$ cat src/rtl/uart_tx_fifo.sv
// uart_tx_fifo: DEPTH-entry byte FIFO feeding a one-frame-at-a-time transmit sequencer.
// The sequencer issues a single-cycle tx_start, holds tx_data for the whole frame, waits for
// tx_done, and inserts one low gap cycle before the next start.
// Optional build macro UART_TX_FIFO_CRLF_EN: a queued 8'h0A goes out as 8'h0D then 8'h0A.
module uart_tx_fifo #(
  parameter int unsigned DEPTH = 16,
  localparam int unsigned AW = $clog2(DEPTH)
) (
  input  logic          clk,
  input  logic          resetn,
  input  logic          wr_en,
  input  logic [7:0]    wr_data,
  output logic          full,
  output logic          empty,
  output logic [AW:0]   level,
  output logic          overflow,
  input  logic          ovf_clr,
  output logic          idle,
  output logic [7:0]    tx_data,
  output logic          tx_start,
  input  logic          tx_busy,
  input  logic          tx_done
);

  typedef enum logic [1:0] {StIdle, StStart, StWait, StGap} state_e;

  state_e        state_q, state_d;
  logic [7:0]    mem [DEPTH];
  logic [AW-1:0] wr_ptr_q, rd_ptr_q;
  logic [AW:0]   level_q, level_d;
  logic          ovf_q;
  logic [7:0]    tx_data_q, tx_data_d;
  logic [7:0]    head;
  logic          push, pop;
`ifdef UART_TX_FIFO_CRLF_EN
  logic          cr_q, cr_d;
  logic          send_cr;
`endif

  assign full     = (level_q == (AW+1)'(DEPTH));
  assign empty    = (level_q == '0);
  assign level    = level_q;
  assign overflow = ovf_q;
  assign idle     = empty && (state_q == StIdle);
  assign tx_start = (state_q == StStart);
  assign tx_data  = tx_data_q;

  assign head = mem[rd_ptr_q];
  assign push = wr_en && !full;

`ifdef UART_TX_FIFO_CRLF_EN
  // A line feed at the head is preceded by a carriage return unless one was already sent.
  assign send_cr = (head == 8'h0A) && !cr_q;
`endif

  // Sequencer next state, head pop and transmit-byte selection.
  always_comb begin
    state_d   = state_q;
    tx_data_d = tx_data_q;
    pop       = 1'b0;
`ifdef UART_TX_FIFO_CRLF_EN
    cr_d      = cr_q;
`endif
    case (state_q)
      StIdle: begin
        if (!empty && !tx_busy) begin
          state_d   = StStart;
`ifdef UART_TX_FIFO_CRLF_EN
          tx_data_d = send_cr ? 8'h0D : head;
`else
          tx_data_d = head;
`endif
        end
      end
      StStart: begin
        state_d = StWait;
`ifdef UART_TX_FIFO_CRLF_EN
        // Head is unchanged since entry, so send_cr still tells which byte went out.
        if (send_cr) begin
          cr_d = 1'b1;
        end else begin
          pop  = 1'b1;
          cr_d = 1'b0;
        end
`else
        pop = 1'b1;
`endif
      end
      StWait: begin
        if (tx_done) state_d = StGap;
      end
      StGap: begin
        // Keeps tx_start low for a cycle so the transmitter re-arms its edge detector.
        state_d = StIdle;
      end
      default: state_d = StIdle;
    endcase
  end

  // Occupancy counter: simultaneous push and pop leave it unchanged.
  always_comb begin
    level_d = level_q;
    if (push && !pop) begin
      level_d = level_q + (AW+1)'(1);
    end else if (!push && pop) begin
      level_d = level_q - (AW+1)'(1);
    end
  end

  // FIFO storage; contents need no reset because pointers and level are cleared.
  always_ff @(posedge clk) begin
    if (push) mem[wr_ptr_q] <= wr_data;
  end

  // Pointers, level, sticky overflow (set beats clear) and sequencer state.
  always_ff @(posedge clk) begin
    if (!resetn) begin
      state_q   <= StIdle;
      wr_ptr_q  <= '0;
      rd_ptr_q  <= '0;
      level_q   <= '0;
      ovf_q     <= 1'b0;
      tx_data_q <= 8'h00;
    end else begin
      state_q   <= state_d;
      level_q   <= level_d;
      tx_data_q <= tx_data_d;
      if (push) wr_ptr_q <= wr_ptr_q + AW'(1);
      if (pop)  rd_ptr_q <= rd_ptr_q + AW'(1);
      if (wr_en && full) begin
        ovf_q <= 1'b1;
      end else if (ovf_clr) begin
        ovf_q <= 1'b0;
      end
    end
  end

`ifdef UART_TX_FIFO_CRLF_EN
  // Remembers that the carriage return for the head line feed has been sent.
  always_ff @(posedge clk) begin
    if (!resetn) begin
      cr_q <= 1'b0;
    end else begin
      cr_q <= cr_d;
    end
  end
`endif

endmodule

$ cat config.mk
export PLATFORM = sky130hd
export DESIGN_NAME = uart_tx_fifo
export DESIGN_NICKNAME = d
export VERILOG_FILES = /design/src/rtl/uart_tx_fifo.sv
export SDC_FILE = /design/constraint.sdc
export NUM_CORES = 1
export LEC_CHECK = 0
export BUFFER_PORTS_ARGS = -buffer_cell sky130_fd_sc_hd__buf_4
export CAP_MARGIN = 20
export CORE_AREA = 8 8 143 145
export DETAILED_ROUTE_END_ITERATION = 6
export DIE_AREA = 0 0 151 153
export SYNTH_ARGS = -nofsm -noshare
export SYNTH_HDL_FRONTEND = slang
export SYNTH_SLANG_ARGS = --single-unit
$ cat constraint.sdc
create_clock -name clk -period 6.27 [get_ports clk]
set_clock_uncertainty 0.1 [all_clocks]
set_input_delay 0.3135 -clock clk [delete_from_list [all_inputs] [get_ports clk]]
set_output_delay 0.3135 -clock clk [all_outputs]
set_load 0.05 [all_outputs]
==> results.cfg, run 1 <==
[timing]
tns_ns = 0
final.min_clock_period_ns = 2.67
tightestPinTransition_ns = 0.976
max-slew-margin-rel_pct = 34.7
setup_violations = 0
hold_viol = 0
layout_setup_ws_ns = 3.60
timing.final.crit_share_pct = 42.6
rsz0062_at_grt = no
slew_violations = 0
fmax_ghz = 0.375

[placed_design]
place.gp.congestion = 0.746
pre_cts_ws_ns = 3.61
hpwl_um = 7890
io_buffers = 31

[route]
routedWlPerCell_um = 19.7
vias = 3095
wl_um = 12400
post-route-drc-count = 0
first_pass_iters = 5
ant_nets = 0
avgViaCountPerCell = 4.91
drt-initial-drc-count = 154

[floorplanning]
rows = 50
io_pins = 32
core_area_um2 = 18300
start_util_pct = 33.9
dieArea_um2 = 23100
die_y_um = 153
fp.dieW_um = 151

[clocking]
cts_setup_buffers = 0
root_buffer = clkbuf_16
clk_pin_slew_ns = 0.07
clockBufferDepth = 2
htreeDepth = 4
clock_sinks = 152
cts_tree = built
cts_buffers = 17
cts_resized = 0
worstSkewPairLatency_ns = 0.42
postCtsHoldBufs = 0

[worst_setup_path]
crit_path_max_fanout = 9
cp_cell_sequence = nor4_4 > a21boi_2 > ha_1 > inv_1 > ha_1 > a21o_1 > a21oi_1 > mux2i_1 > mux2i_1
r2r_cells = 9
worst_ep_arrival_time_ns = 2.93
cp-end-kind = flop
critPathCapture = level[4]
cp_slowest_cell = nor4_4
reg2reg_to = level[4]
worstReg2RegStart = level[0]
cpPeakStageDelay_ns = 0.43
cp-startpoint = level[0]
rrSetupSlack_ns = 3.60
path_class = flop to flop
critPathRequiredTime_ns = 6.53
crit_path_start_kind = flop

[synthesis]
synth_flop_cell = edfxtp_1
synth_edf_count = 128
synth_top_cells_by_count = 128 x edfxtp_1, 24 x dfxtp_1, 22 x mux4_2
synth_top_area_share_pct = 62.0
synth_top_area_cell = edfxtp_1
yosys_warnings = 0
synth.distinct_cells = 37
syn-num-nets = 370
yosysSeqAreaShare_pct = 69.8
synth_area_um2 = 6200
synthArstFlopShare_pct = 0
yosysMostFrequentCell = edfxtp_1
synthTopCellsByArea = edfxtp_1 62%, mux4_2 8.0%, dfxtp_1 7.8%, mux4_1 4.2%, ha_1 2.6%
yosys_register_bits = 152
syn_avg_cell_area_um2 = 18.1
netlist_instances = 342

[layout]
syn_to_final_growth_pct = 17.0
nFillCells = 1655
final_nets = 411
layout-drive-gt1-share_pct = 26.5
antenna_cells = 0
multi_input_area_um2 = 1730
fin_util_pct = 39.7
seq_area_um2 = 4320

[hold_path]
holdPathStages = 3
worstHoldPathType = input pin to flop

[power]
power.total_mw = 3.02
vdd_drop_max_v = 0.000326
leakage_nw = 2.43
power.density_nw_per_um2 = 416

[global_routing]
grt_max_degree = 35
grt.total_usage_pct = 11.3
grt_pass1_vias = 3323
antenna_found_initial = 0
overflow = 0
grt_first_pass_wirelength_um = 19300

[run]
drv_cap = 0

[outcome]
status = finished, final reports clean
==> through the flow <==
step | cells | area, µm² | hold slack [ns]
final | 630 | 7250 | 0.0681
after floorplan | 342 | 6200 | 0.312
after CTS | 629 | 7250 | 0.0637
after global placement | 597 | 6670 | 0.363
after global routing | 630 | 7250 | 0.0761
after detailed placement | 597 | 6670 | 0.384
==> layout make-up <==
cell class                      count  area share (%)
Clock buffer                       17            5.87
Clock inverter                     15            2.12
Inverter                           12           0.621
Multi-Input combinational cell    162            23.8
Sequential cell                   152            59.6
Tap cell                          234            4.04
Timing Repair Buffer               38            3.93
==> logic make-up (layout without fill, tap and decap cells) <==
logic type                 count (synthesis)  after routing  share of synthesized area (%)
AOI/OAI and AO/OA                         28             28                           3.13
xor gates and xnor gates                   9              9                           1.27
adders and majority gates                 14             14                           2.95
buffers and inverters                     28             82                           2.36
DFF                                      152            152                           69.8
muxes                                     51             51                           15.5
and+or+nand+nor                           60             60                           5.05
==> metal layers <==
layer | wire, µm | vias to the layer above | GRT usage [%]
met5 | 0 | - | 0
met4 | 190 | 0 | 4.05
met3 | 832 | 12 | 3.75
met2 | 5980 | 84 | 18.0
met1 | 5420 | 1576 | 14.0
li1 | - | 1423 | -
==> registers in the layout (all words and copies together) (netlist names) <==
signal / cells
level: 5
mem: 128
overflow: 1
rd_ptr_q: 4
state_q: 2
tx_data: 8
wr_ptr_q: 4
==> layout by cell type, fill, tap and decap left out, types with 3 or more instances in the layout <==
master	n
nand2_1	13
mux2i_1	11
clkbuf_16	17
inv_1	12
dfxtp_1	24
o21ai_0	5
a21oi_1	4
buf_4	37
mux2_2	8
xnor2_1	6
nor2b_1	5
a22oi_1	6
inv_6	5
xor2_1	3
inv_8	4
nor3_1	4
mux4_1	10
edfxtp_1	128
o21ai_1	5
nor2_1	17
and2_1	11
mux4_2	22
ha_1	13
==> where the power goes <==
part	internal [mW]	leakage, nW	total, mW	switching, mW
Combinational	0.318	0.791	0.802	0.483
Sequential	1.17	1.35	1.22	0.0513
Clock	0.562	0.287	1.00	0.438
Total	2.05	2.43	3.02	0.972
==> critical path: cells and delay by family, from the launching register on <==
family | cells | cell delay, ns
adders and majority gates | 2 | 0.54
and+or+nand+nor | 1 | 0.43
DFF | 1 | 0.38
buffers and inverters | 1 | 0.15
muxes | 2 | 0.42
AOI/OAI and AO/OA | 3 | 0.57
==> how the worst min path moves through the flow <==
| stage | start | end | slack [ns] |
|---|---|---|---|
| 3_5_place_dp | state_q[1] | state_q[1] | 0.38 |
| 6_report | wr_en | overflow | 0.07 |
| 5_1_grt | wr_en | overflow | 0.08 |
| 2_1_floorplan | wr_data[0] | mem[0][0] | 0.31 |
| 4_1_cts | wr_en | overflow | 0.06 |
| 3_3_place_gp | state_q[1] | state_q[1] | 0.36 |
Note: power is estimated with default switching activity, not from simulation.
==> run 2, diff against run 1 <==
Clock period 6.27 ns to 2.6 ns, I/O delays scaled along.
==> run 2 against run 1 <==
Non-clock buffer count up 26. Global-route usage about the same. Die area unchanged. Worst setup slack worse by 3.5 ns. Count of clock-buffer cells in the layout up 4. Worst hold slack worse by 0.020 ns. First-iteration DRC count up 58%. Via count up 3.3%. Critical endpoint is now overflow. Largest cell class unchanged.
==> results.cfg, run 2 (synthesis results as in run 1) <==
[floorplanning]
io_pins = 32
fp.dieW_um = 151
rows = 50
start_util_pct = 33.9
dieArea_um2 = 23100
core_area_um2 = 18300
die_y_um = 153

[layout]
mostFrequentLayoutCells = 128 x edfxtp_1, 51 x buf_4, 22 x mux4_2
largest_reg_flops = 128
top_register = mem
final_nets = 437
syn_to_final_growth_pct = 20.3
layout-drive-gt1-share_pct = 28.0
antenna_cells = 0
final_common_cell = edfxtp_1

[timing]
timing.final.crit_share_pct = 94.2
hold_viol = 0
fmax_ghz = 0.408
setup_violations = 0
tightestPinTransition_ns = 0.950
max-slew-margin-rel_pct = 36.4
rsz0062_at_grt = no
slew_violations = 0
final.min_clock_period_ns = 2.45
layout_setup_ws_ns = 0.150
hold_ws_ns = 0.0479
tns_ns = 0

[power]
power.total_mw = 7.20
power.share.sequential_pct = 41.4
leakage_nw = 2.53
vdd_drop_max_v = 0.000688
internal_power_mw = 4.97
power.switching_mw = 2.22
power.density_nw_per_um2 = 966
clock_power_share_pct = 31.0
p_sw_share_pct = 30.9
comb_power_share_pct = 27.6

[worst_setup_path]
worst_ep_arrival_time_ns = 2.70
worstReg2RegStart = level[0]
r2r_cells = 7
crit_path_start_kind = flop
path_class = flop to flop
crit_path_max_fanout = 5
cp-startpoint = level[0]
reg2reg_to = overflow
critPathRequiredTime_ns = 2.85
cp-end-kind = flop
rrSetupSlack_ns = 0.15

[global_routing]
grt_pass1_vias = 3383
antenna_found_initial = 0
grt_max_degree = 28
grt_first_pass_wirelength_um = 19400
grt.total_usage_pct = 11.3
overflow = 0

[route]
first_pass_iters = 4
routedWlPerCell_um = 19.0
avgViaCountPerCell = 4.88
ant_nets = 0
wl_um = 12500
vias = 3196
post-route-drc-count = 0
drt-initial-drc-count = 244

[clocking]
cts_buffers = 17
clockBufferDepth = 2
cts_tree = built
root_buffer = clkbuf_16
cts_setup_buffers = 0
clock_sinks = 152
htreeDepth = 4
worstSkewPairLatency_ns = 0.41
clk_pin_slew_ns = 0.06

[placed_design]
pre_cts_ws_ns = 0.171
hpwl_um = 8120
place.gp.congestion = 0.768
io_buffers = 31

[hold_path]
worstHoldPathType = input pin to flop
holdPathEnd = state_q[1]
min_from = tx_done
holdPathStages = 4

[run]
drv_cap = 0

[outcome]
status = finished, final reports clean
==> run 2: cell count changes in the layout (fill, tap and decap cells not counted), sizes merged <==
| cell | delta |
|---|---|
| buf | +15 |
| clkinv | +1 |
| clkinvlp | +1 |
| inv | -7 |
| clkbuf | +3 |
| dlygate4sd3 | +12 |
==> run 2: power by group through the flow <==
| stage | clock (mW) | combinational (mW) | sequential, mW |
|---|---|---|---|
| finish | 2.23 | 1.99 | 2.98 |
| global route | 2.40 | 2.16 | 3.00 |
| CTS | 2.29 | 2.02 | 2.98 |
| detailed placement | 0 | 1.99 | 3.03 |
| global placement | 0 | 1.94 | 3.01 |
| floorplan | 0 | 1.18 | 3.24 |
==> run 2: worst max path at each step <==
stage / to / cells past startpoint / slack, ns
2_1_floorplan: level[4] / 10 / 0.05
3_3_place_gp: level[4] / 9 / 0.26
3_5_place_dp: level[4] / 9 / 0.17
4_1_cts: level[4] / 9 / 0.15
5_1_grt: level[4] / 9 / 0.04
6_report: overflow / 7 / 0.15
==> run 2: metrics by stage <==
stage / util, % / cells / cell area [µm²]
after floorplan: - / 342 / 6200
after global placement: 37.2 / 612 / 6800
after detailed placement: 37.2 / 612 / 6800
after CTS: 40.8 / 655 / 7450
after global routing: 40.8 / 655 / 7450
final: 40.8 / 655 / 7450
==> run 2: what timing repair did <==
action / in CTS / in global routing
hold endpoints to repair: 142 / 0
hold buffers: 12 / 0
setup endpoints to repair: 0 / 1
resized for setup: 0 / 1
==> run 2: critical path, cell delays in order (launching register included) <==
cell,delay (ns)
dfxtp_2,0.36
nor4_4,0.34
buf_4,0.19
and2_1,0.15
a21oi_1,0.06
dlygate4sd3_1,0.55
nor2b_1,0.10
dlygate4sd3_1,0.54
==> run 2: per-layer routing <==
layer	global-route usage, %	part of all wire [%]
met1	14.3	45
met2	18.6	50
met3	3.45	4.3
met4	2.59	0.78
met5	0	0
==> run 2: layout make-up <==
type | count | area [µm²]
timing repair buffer | 64 | 523
tap | 234 | 293
clock buffer | 21 | 440
sequential | 152 | 4330
fill | 1664 | 10800
inverter | 12 | 45.0
clock inverter | 10 | 97.6
multi-input combinational | 162 | 1730
